[src/rtl/pad_input_filter_if.sv]
// pad_input_filter_if: pad value, filter controls and filtered outputs of pad_input_filter
interface pad_input_filter_if #(parameter int CNT_W = 8);
  logic             pad_out_i;
  logic             en_i;
  logic [CNT_W-1:0] debounce_cycles_i;
  logic             level_o;
  logic             rise_o;
  logic             fall_o;
  logic [15:0]      glitch_cnt_o;
  modport master (output pad_out_i, en_i, debounce_cycles_i, input level_o, rise_o, fall_o, glitch_cnt_o);
  modport slave  (input pad_out_i, en_i, debounce_cycles_i, output level_o, rise_o, fall_o, glitch_cnt_o);
endinterface

[src/rtl/pad_input_filter.sv]
// pad_input_filter: synchronizer, debounce filter and edge pulses for a raw pad input.
// Define PAD_FILTER_STATS_EN to enable the saturating rejected-glitch counter.
module pad_input_filter #(
  parameter int   SYNC_STAGES = 2,
  parameter int   CNT_W       = 8,
  parameter logic RESET_VAL   = 1'b0
) (
  input logic              clk_i,
  input logic              rst_i,
  pad_input_filter_if.slave bus
);
  typedef enum logic {STABLE, CAND} state_t;
  state_t                 state_q, state_d;
  logic [SYNC_STAGES-1:0] sync_q;
  logic [CNT_W-1:0]       cnt_q, cnt_d, n;
  logic                   level_q, rise_q, fall_q;
  logic                   sync, diff, commit, rise_d, fall_d;
  assign sync = sync_q[SYNC_STAGES-1];
  assign diff = sync != level_q;
  assign n    = (bus.debounce_cycles_i == '0) ? CNT_W'(1) : bus.debounce_cycles_i;
  always_ff @(posedge clk_i) begin
    if (rst_i) begin
      sync_q  <= {SYNC_STAGES{RESET_VAL}};
      level_q <= RESET_VAL;
      state_q <= STABLE;
      cnt_q   <= '0;
      rise_q  <= 1'b0;
      fall_q  <= 1'b0;
    end else begin
      sync_q  <= {sync_q[SYNC_STAGES-2:0], bus.pad_out_i};
      level_q <= commit ? sync : level_q;
      state_q <= state_d;
      cnt_q   <= cnt_d;
      rise_q  <= rise_d;
      fall_q  <= fall_d;
    end
  end
  // Disabling or agreeing with level_o always returns to STABLE with a cleared count.
  always_comb begin
    state_d = (bus.en_i && diff && !commit) ? CAND : STABLE;
    cnt_d   = (!bus.en_i || !diff || commit) ? '0 :
              (state_q == STABLE) ? CNT_W'(1) :
              (&cnt_q) ? cnt_q : cnt_q + 1'b1;
  end
  always_comb begin
    commit = bus.en_i && diff &&
             ((state_q == STABLE) ? (n == CNT_W'(1)) : (({1'b0, cnt_q} + (CNT_W+1)'(1)) >= {1'b0, n}));
    rise_d = commit && sync;
    fall_d = commit && !sync;
  end
  assign bus.level_o = level_q;
  assign bus.rise_o  = rise_q;
  assign bus.fall_o  = fall_q;
`ifdef PAD_FILTER_STATS_EN
  logic        reject;
  logic [15:0] glitch_q;
  assign reject = bus.en_i && !diff && (state_q == CAND);
  always_ff @(posedge clk_i) begin
    if (rst_i) glitch_q <= '0;
    else if (reject && !(&glitch_q)) glitch_q <= glitch_q + 16'd1;
  end
  assign bus.glitch_cnt_o = glitch_q;
`else
  assign bus.glitch_cnt_o = 16'h0;
`endif
endmodule

[src/flat_wrapper.sv]
// flat-port wrapper written by rule: the top's interface ports become plain ports
module pad_input_filter_flat 
#(
  parameter int   SYNC_STAGES = 2,
  parameter int   CNT_W       = 8,
  parameter logic RESET_VAL   = 1'b0
)
  (clk_i, rst_i, bus_pad_out_i, bus_en_i, bus_debounce_cycles_i, bus_level_o, bus_rise_o, bus_fall_o, bus_glitch_cnt_o);
  pad_input_filter_if #(.CNT_W(CNT_W)) bus_i ();
  input logic clk_i;
  input logic rst_i;
  input wire logic [$bits(bus_i.pad_out_i)-1:0] bus_pad_out_i;
  input wire logic [$bits(bus_i.en_i)-1:0] bus_en_i;
  input wire logic [$bits(bus_i.debounce_cycles_i)-1:0] bus_debounce_cycles_i;
  output wire logic [$bits(bus_i.level_o)-1:0] bus_level_o;
  output wire logic [$bits(bus_i.rise_o)-1:0] bus_rise_o;
  output wire logic [$bits(bus_i.fall_o)-1:0] bus_fall_o;
  output wire logic [$bits(bus_i.glitch_cnt_o)-1:0] bus_glitch_cnt_o;
  assign bus_i.pad_out_i = bus_pad_out_i;
  assign bus_i.en_i = bus_en_i;
  assign bus_i.debounce_cycles_i = bus_debounce_cycles_i;
  assign bus_level_o = bus_i.level_o;
  assign bus_rise_o = bus_i.rise_o;
  assign bus_fall_o = bus_i.fall_o;
  assign bus_glitch_cnt_o = bus_i.glitch_cnt_o;
  pad_input_filter #(.SYNC_STAGES(SYNC_STAGES), .CNT_W(CNT_W), .RESET_VAL(RESET_VAL)) u_core (.clk_i(clk_i), .rst_i(rst_i), .bus(bus_i));
endmodule
[config.mk]
export PLATFORM = sky130hd
export DESIGN_NAME = pad_input_filter_flat
export DESIGN_NICKNAME = d
export VERILOG_FILES = /design/src/rtl/pad_input_filter_if.sv /design/src/rtl/pad_input_filter.sv /design/src/flat_wrapper.sv
export SDC_FILE = /design/constraint.sdc
export NUM_CORES = 1
export LEC_CHECK = 0
export ABC_AREA = 1
export CAP_MARGIN = 15
export CORE_ASPECT_RATIO = 2
export CORE_MARGIN = 8
export CORE_UTILIZATION = 39
export CTS_BUF_LIST = sky130_fd_sc_hd__clkbuf_4 sky130_fd_sc_hd__clkbuf_8
export DETAILED_ROUTE_END_ITERATION = 16
export GPL_TIMING_DRIVEN = 0
export PLACE_DENSITY = 0.67
export SLEW_MARGIN = 20
export SYNTH_ARGS = -nofsm -noshare
export SYNTH_HDL_FRONTEND = slang
export SYNTH_SLANG_ARGS = --single-unit
[constraint.sdc]
create_clock -name clk_i -period 1.9 [get_ports clk_i]
set_input_delay 0.285 -clock clk_i [delete_from_list [all_inputs] [get_ports clk_i]]
set_output_delay 0.285 -clock clk_i [all_outputs]
set_load 0.02 [all_outputs]
## After elaboration in Yosys (flattened, before gate mapping)

Cells that the tools add are included.
Widths: inputs -> output; s select.

- Reductions and logical operators: 15
- Shift operators: 0
- Order comparisons: 1
- $mul: 0
- Divide/modulo/power cells: 0
- Bitwise operators: 1
- Eq/ne operators: 3
- Muxes and demuxes: 5
- Add/subtract/negate cells: 2

Operators with widths:

| kind | number |
|---|---|
| $add 8x1->9 const B | 1 |
| $ge 9x8->1 | 1 |
| $add 8x1->8 const B | 1 |
| $eq 8x1->1 const B | 1 |
| $logic_not 8->1 | 1 |
| $mux 8 | 1 |
| $reduce_and 8->1 | 1 |
| $logic_and 1x1->1 | 5 |
| $logic_not 1->1 | 4 |
| $mux 1 | 4 |
| $reduce_or 3->1 | 1 |
| $logic_or 1x1->1 | 2 |
| $ne 2x2->1 const B | 1 |
| $reduce_or 2->1 | 1 |
| $ne 1x1->1 | 1 |
| $not 1->1 | 1 |

- Bits in latches: 0
- Flip-flop bits (word level): 14
- Memory bits (writable): 0
- Memories kept: 0
- Word-level logic and storage cells: 34
- ROM bits: 0

## Depth between registers and ports, before layout

- Word-level depth: 8
- Gate-level depth with buffers: 17
- Mapped depth without buffers: 17

## Least setup slack after synthesis

No wires, ideal clock.

- Path kind: reg2reg
- From: reg u_core.cnt_q[0]
- To: reg u_core.cnt_q[1]
- Period minus slack after synthesis: 1.935 ns
- Library setup time: 0.064 ns
- Arrival time: 1.871 ns
- Buffers on the path: 0
- Cell stages (with the launch flop): 13
- Slack: -0.035 ns
- Cell sequence: dfxtp_1 -> ha_1 -> nand3_2 -> nor2_4 -> xor2_1 -> ha_1 -> a21oi_1 -> nand2_1 -> nand2_1 -> nand2_4 -> nand2_4 -> nand3_4 -> nor2_2

- Longest elaborated chain between the ends: 6
- Elaborated cells between the ends (all ways): 8
- Those cells by class: 2 x add/sub; 1 x order compare; 1 x mux; 4 x reduce/logical

RTL lines:

| element | line | text |
|---|---|---|
| start: declaration | pad_input_filter.sv:15 | `logic [CNT_W-1:0] cnt_q, cnt_d, n;` |
| start signal: assignment | pad_input_filter.sv:33 | `cnt_q <= cnt_d;` |
| $add 8x1->9 | pad_input_filter.sv:47 | `((state_q == STABLE) ? (n == CNT_W'(1)) : (({1'b0, cnt_q} + (CNT_W+1)'(1)) >= {1'b0, n}));` |
| $ge 9x8->1 | pad_input_filter.sv:47 |  |
| $mux 1 | pad_input_filter.sv:47 |  |
| $logic_and 1x1->1 | pad_input_filter.sv:46 | `commit = bus.en_i && diff &&` |
| $logic_or 1x1->1 | pad_input_filter.sv:41 | `cnt_d = (!bus.en_i \|\| !diff \|\| commit) ? '0 :` |
| $reduce_or 3->1 (no line) | -- |  |

Several ways; a longest one is shown, not always the timed one.
A chain may end at the register's enable or synchronous reset.

## Worst setup path in the final report

- From: reg u_core.cnt_q[0]
- To: reg u_core.cnt_q[7]

The elaborated chain is that of the path after synthesis.

==> metrics.cfg <==
[placement]
portBuffers=14
placed_cell_area_um2=1280
gp_congestion=0.779
detailed_place_hpwl_mm=1.92

[timing]
fin_crit_sh=1.05
worst_clock_skew_ns=0.00115
fmax_mhz=499
setup_slack_ns=-0.104
post-route-min-period_ns=2.00
setup_viol=10
drv_slew=0
rsz0062_at_grt=yes
final.setup.tns_ns=-0.783
hold_viol=0

[grt]
track_usage=0.114
grt_util_met2=0.219
grt_pass1_wl_mm=3.96
grt_use_met3=0.0283
overflow=0
grtUsageMet1=0.0887
grt_pass1_vias=910
grt_most_used_layer=met2
grt_max_degree=10
antenna_found_initial=0

[clock_tree]
cts_tree=yes
clkLatencyLatePin_ns=0.25
cts_buffers=3
cts-hold-fix-buffers=0
cts_root_buf=clkbuf_8
path_clk_slew_ns=0.06
clk_path_buf_depth=2
clock_sinks=14
htree_levels=1

[detailed_routing]
drt-initial-drc-count=12
totalWireLength_mm=2.39
num_vias=891
dr.pass1.iters=4
route.detailed.drc=0
detail_route.wl_per_cell_um=11.7
drtAntennaViolNets=0
viasPerCell=4.37

[power]
p_total_w=0.000708
p_comb_frac=0.164
internal_power_w=0.000536
power.density_nw_per_um2=485
power_leakage_nw=0.702
pwr-share-clk=0.416
vdd_drop_max_mv=0.555
p_sw_w=0.000172
swShare=0.243
pwr-share-seq=0.420

[min_path]
holdPathEnd=u_core.sync_q[1]
holdPathStages=2
min_from=u_core.sync_q[0]
worstHoldPathType=register to register

[floorplan]
die_area_um2=4670
core_area_um2=2540
core.rowCount=26
die_y_um=88.9
dieWidth_um=52.5
io_pins=31
initial_utilization=0.409

[worst_setup_path]
end_kind=register
cp.arrival_ns=2.19
start_kind=register
r2r_cells=14
crit_type=register to register
rr_startpoint=u_core.cnt_q[0]
r2r_setup_slack_ns=-0.10
rr_endpoint=u_core.cnt_q[7]
worst-path-max-fanout=7
worstPathRequired_ns=2.09

[yosys]
synth.avg_cell_area_um2=7.63
synth_top_area_cell=dfxtp_1
yosys_warnings=0
ys_seq_elements=14
ys_top_cells_by_area=dfxtp_1 27%, buf_4 12%, ha_1 11%, inv_1 9.0%, nand2_1 7.2%
netlist_area_um2=1040
synthCells=136
yosysSeqAreaShare=0.270
synth.distinct_cells=25
synth_top_area_frac=0.270

[finish]
area_growth_pct=40.7
layout.nets=198
diodes=0
drive_gt1_frac=0.352
final_area_um2=1460
fill_cells=245

[outcome]
failed_checks=setup timing
status=finished with violations

[job]
max_cap_viol_count=0

==> layout by cell type (no fill, tap or decap), types with 4 or more instances in the layout <==
cell and instances:
nand2_2 5, nor2_1 10, dfxtp_1 11, nand3_1 4
conb_1 16, clkdlybuf4s50_1 14, clkbuf_8 4, nand2_1 16
inv_1 23, ha_1 7, buf_4 23, nor2_2 9
==> through the flow <==
| stage | util | worst slack [ns] | cells | hold WS (ns) |
|---|---|---|---|---|
| 3_3_place_gp | 0.506 | -0.290 | 193 | 0.395 |
| 6_report | 0.575 | -0.104 | 204 | 0.410 |
| 2_1_floorplan | - | 0.0152 | 151 | 0.356 |
| 3_5_place_dp | 0.506 | -0.369 | 193 | 0.405 |
| 4_1_cts | 0.570 | -0.120 | 203 | 0.414 |
| 5_1_grt | 0.575 | -0.262 | 204 | 0.444 |
==> critical path: stages (launching register included) <==
cell	delay [ns]
dfxtp_4	0.37
ha_4	0.15
nand3_4	0.10
nor2_4	0.13
xor2_2	0.20
ha_1	0.27
nand2_1	0.07
inv_1	0.04
nand2_1	0.06
nand2_1	0.06
nand2_2	0.08
nand2_4	0.05
nand2_4	0.08
nand3_4	0.13
nor2_2	0.13
==> synthesized netlist by cell type (all sizes together) <==
cell type	n
o21ai	3
xor2	2
nor3	2
o21bai	1
conb	1
nor2	21
inv	27
a21oi	3
xnor2	3
nand3	8
nand4	3
nand2	23
ha	9
buf	16
dfxtp	14
==> registers in the layout, indices dropped and copies added (netlist names) <==
signal and flops:
u_core.cnt_q 8, u_core.sync_q 2, u_core.bus.fall_o 1, u_core.bus.level_o 1, u_core.bus.rise_o 1, u_core.state_q 1
==> per-layer routing <==
| metal | up-vias | wire length [um] |
|---|---|---|
| li1 | 461 | - |
| met3 | 7 | 155 |
| met2 | 25 | 1400 |
| met1 | 398 | 725 |
| met5 | - | 0 |
| met4 | 0 | 106 |
==> timing repair <==
item / CTS / global route
buffers inserted: 6 / 1
pin swaps: 13 / 4
setup endpoints to repair: 12 / 12
gates resized for setup: 13 / 2
==> worst max path at each step <==
stage | startpoint | to | slack, ns | cells after the start
after floorplan | u_core.cnt_q[0] | u_core.cnt_q[1] | 0.02 | 12
after global placement | bus_debounce_cycles_i[4] | u_core.cnt_q[1] | -0.29 | 16
after detailed placement | bus_debounce_cycles_i[4] | u_core.cnt_q[3] | -0.37 | 16
after CTS | u_core.cnt_q[0] | u_core.cnt_q[7] | -0.12 | 15
after global routing | u_core.cnt_q[0] | u_core.cnt_q[7] | -0.26 | 14
final | u_core.cnt_q[0] | u_core.cnt_q[7] | -0.10 | 14
==> final cells by class <==
type                       instances  area, um^2  share of cell area
buffer                            16         120              0.0823
clock buffer                       4        55.1              0.0377
inverter                          27         106              0.0729
multi-input combinational         94         663               0.455
sequential                        14         287               0.196
tap                               28        35.0              0.0240
timing repair buffer              21         193               0.132
==> cell families after synthesis <==
| logic type | share of synthesized area |
|---|---|
| other | 0.00362 |
| flip-flops | 0.270 |
| buffers and inverters | 0.218 |
| AND/OR/NAND/NOR | 0.321 |
| AO/OA/AOI/OAI | 0.0362 |
| XOR/XNOR | 0.0422 |
| adder cells (fa/ha/maj) | 0.109 |
==> power by group through the flow <==
stage	registers (W)	clock network, W	logic [W]
6_report	0.000298	0.000294	0.000116
5_1_grt	0.000298	0.000320	0.000127
4_1_cts	0.000297	0.000303	0.000115
3_5_place_dp	0.000305	0	0.000108
3_3_place_gp	0.000305	0	0.000105
2_1_floorplan	0.000305	0	0.0000776
Power figures use the tool's default switching activity.
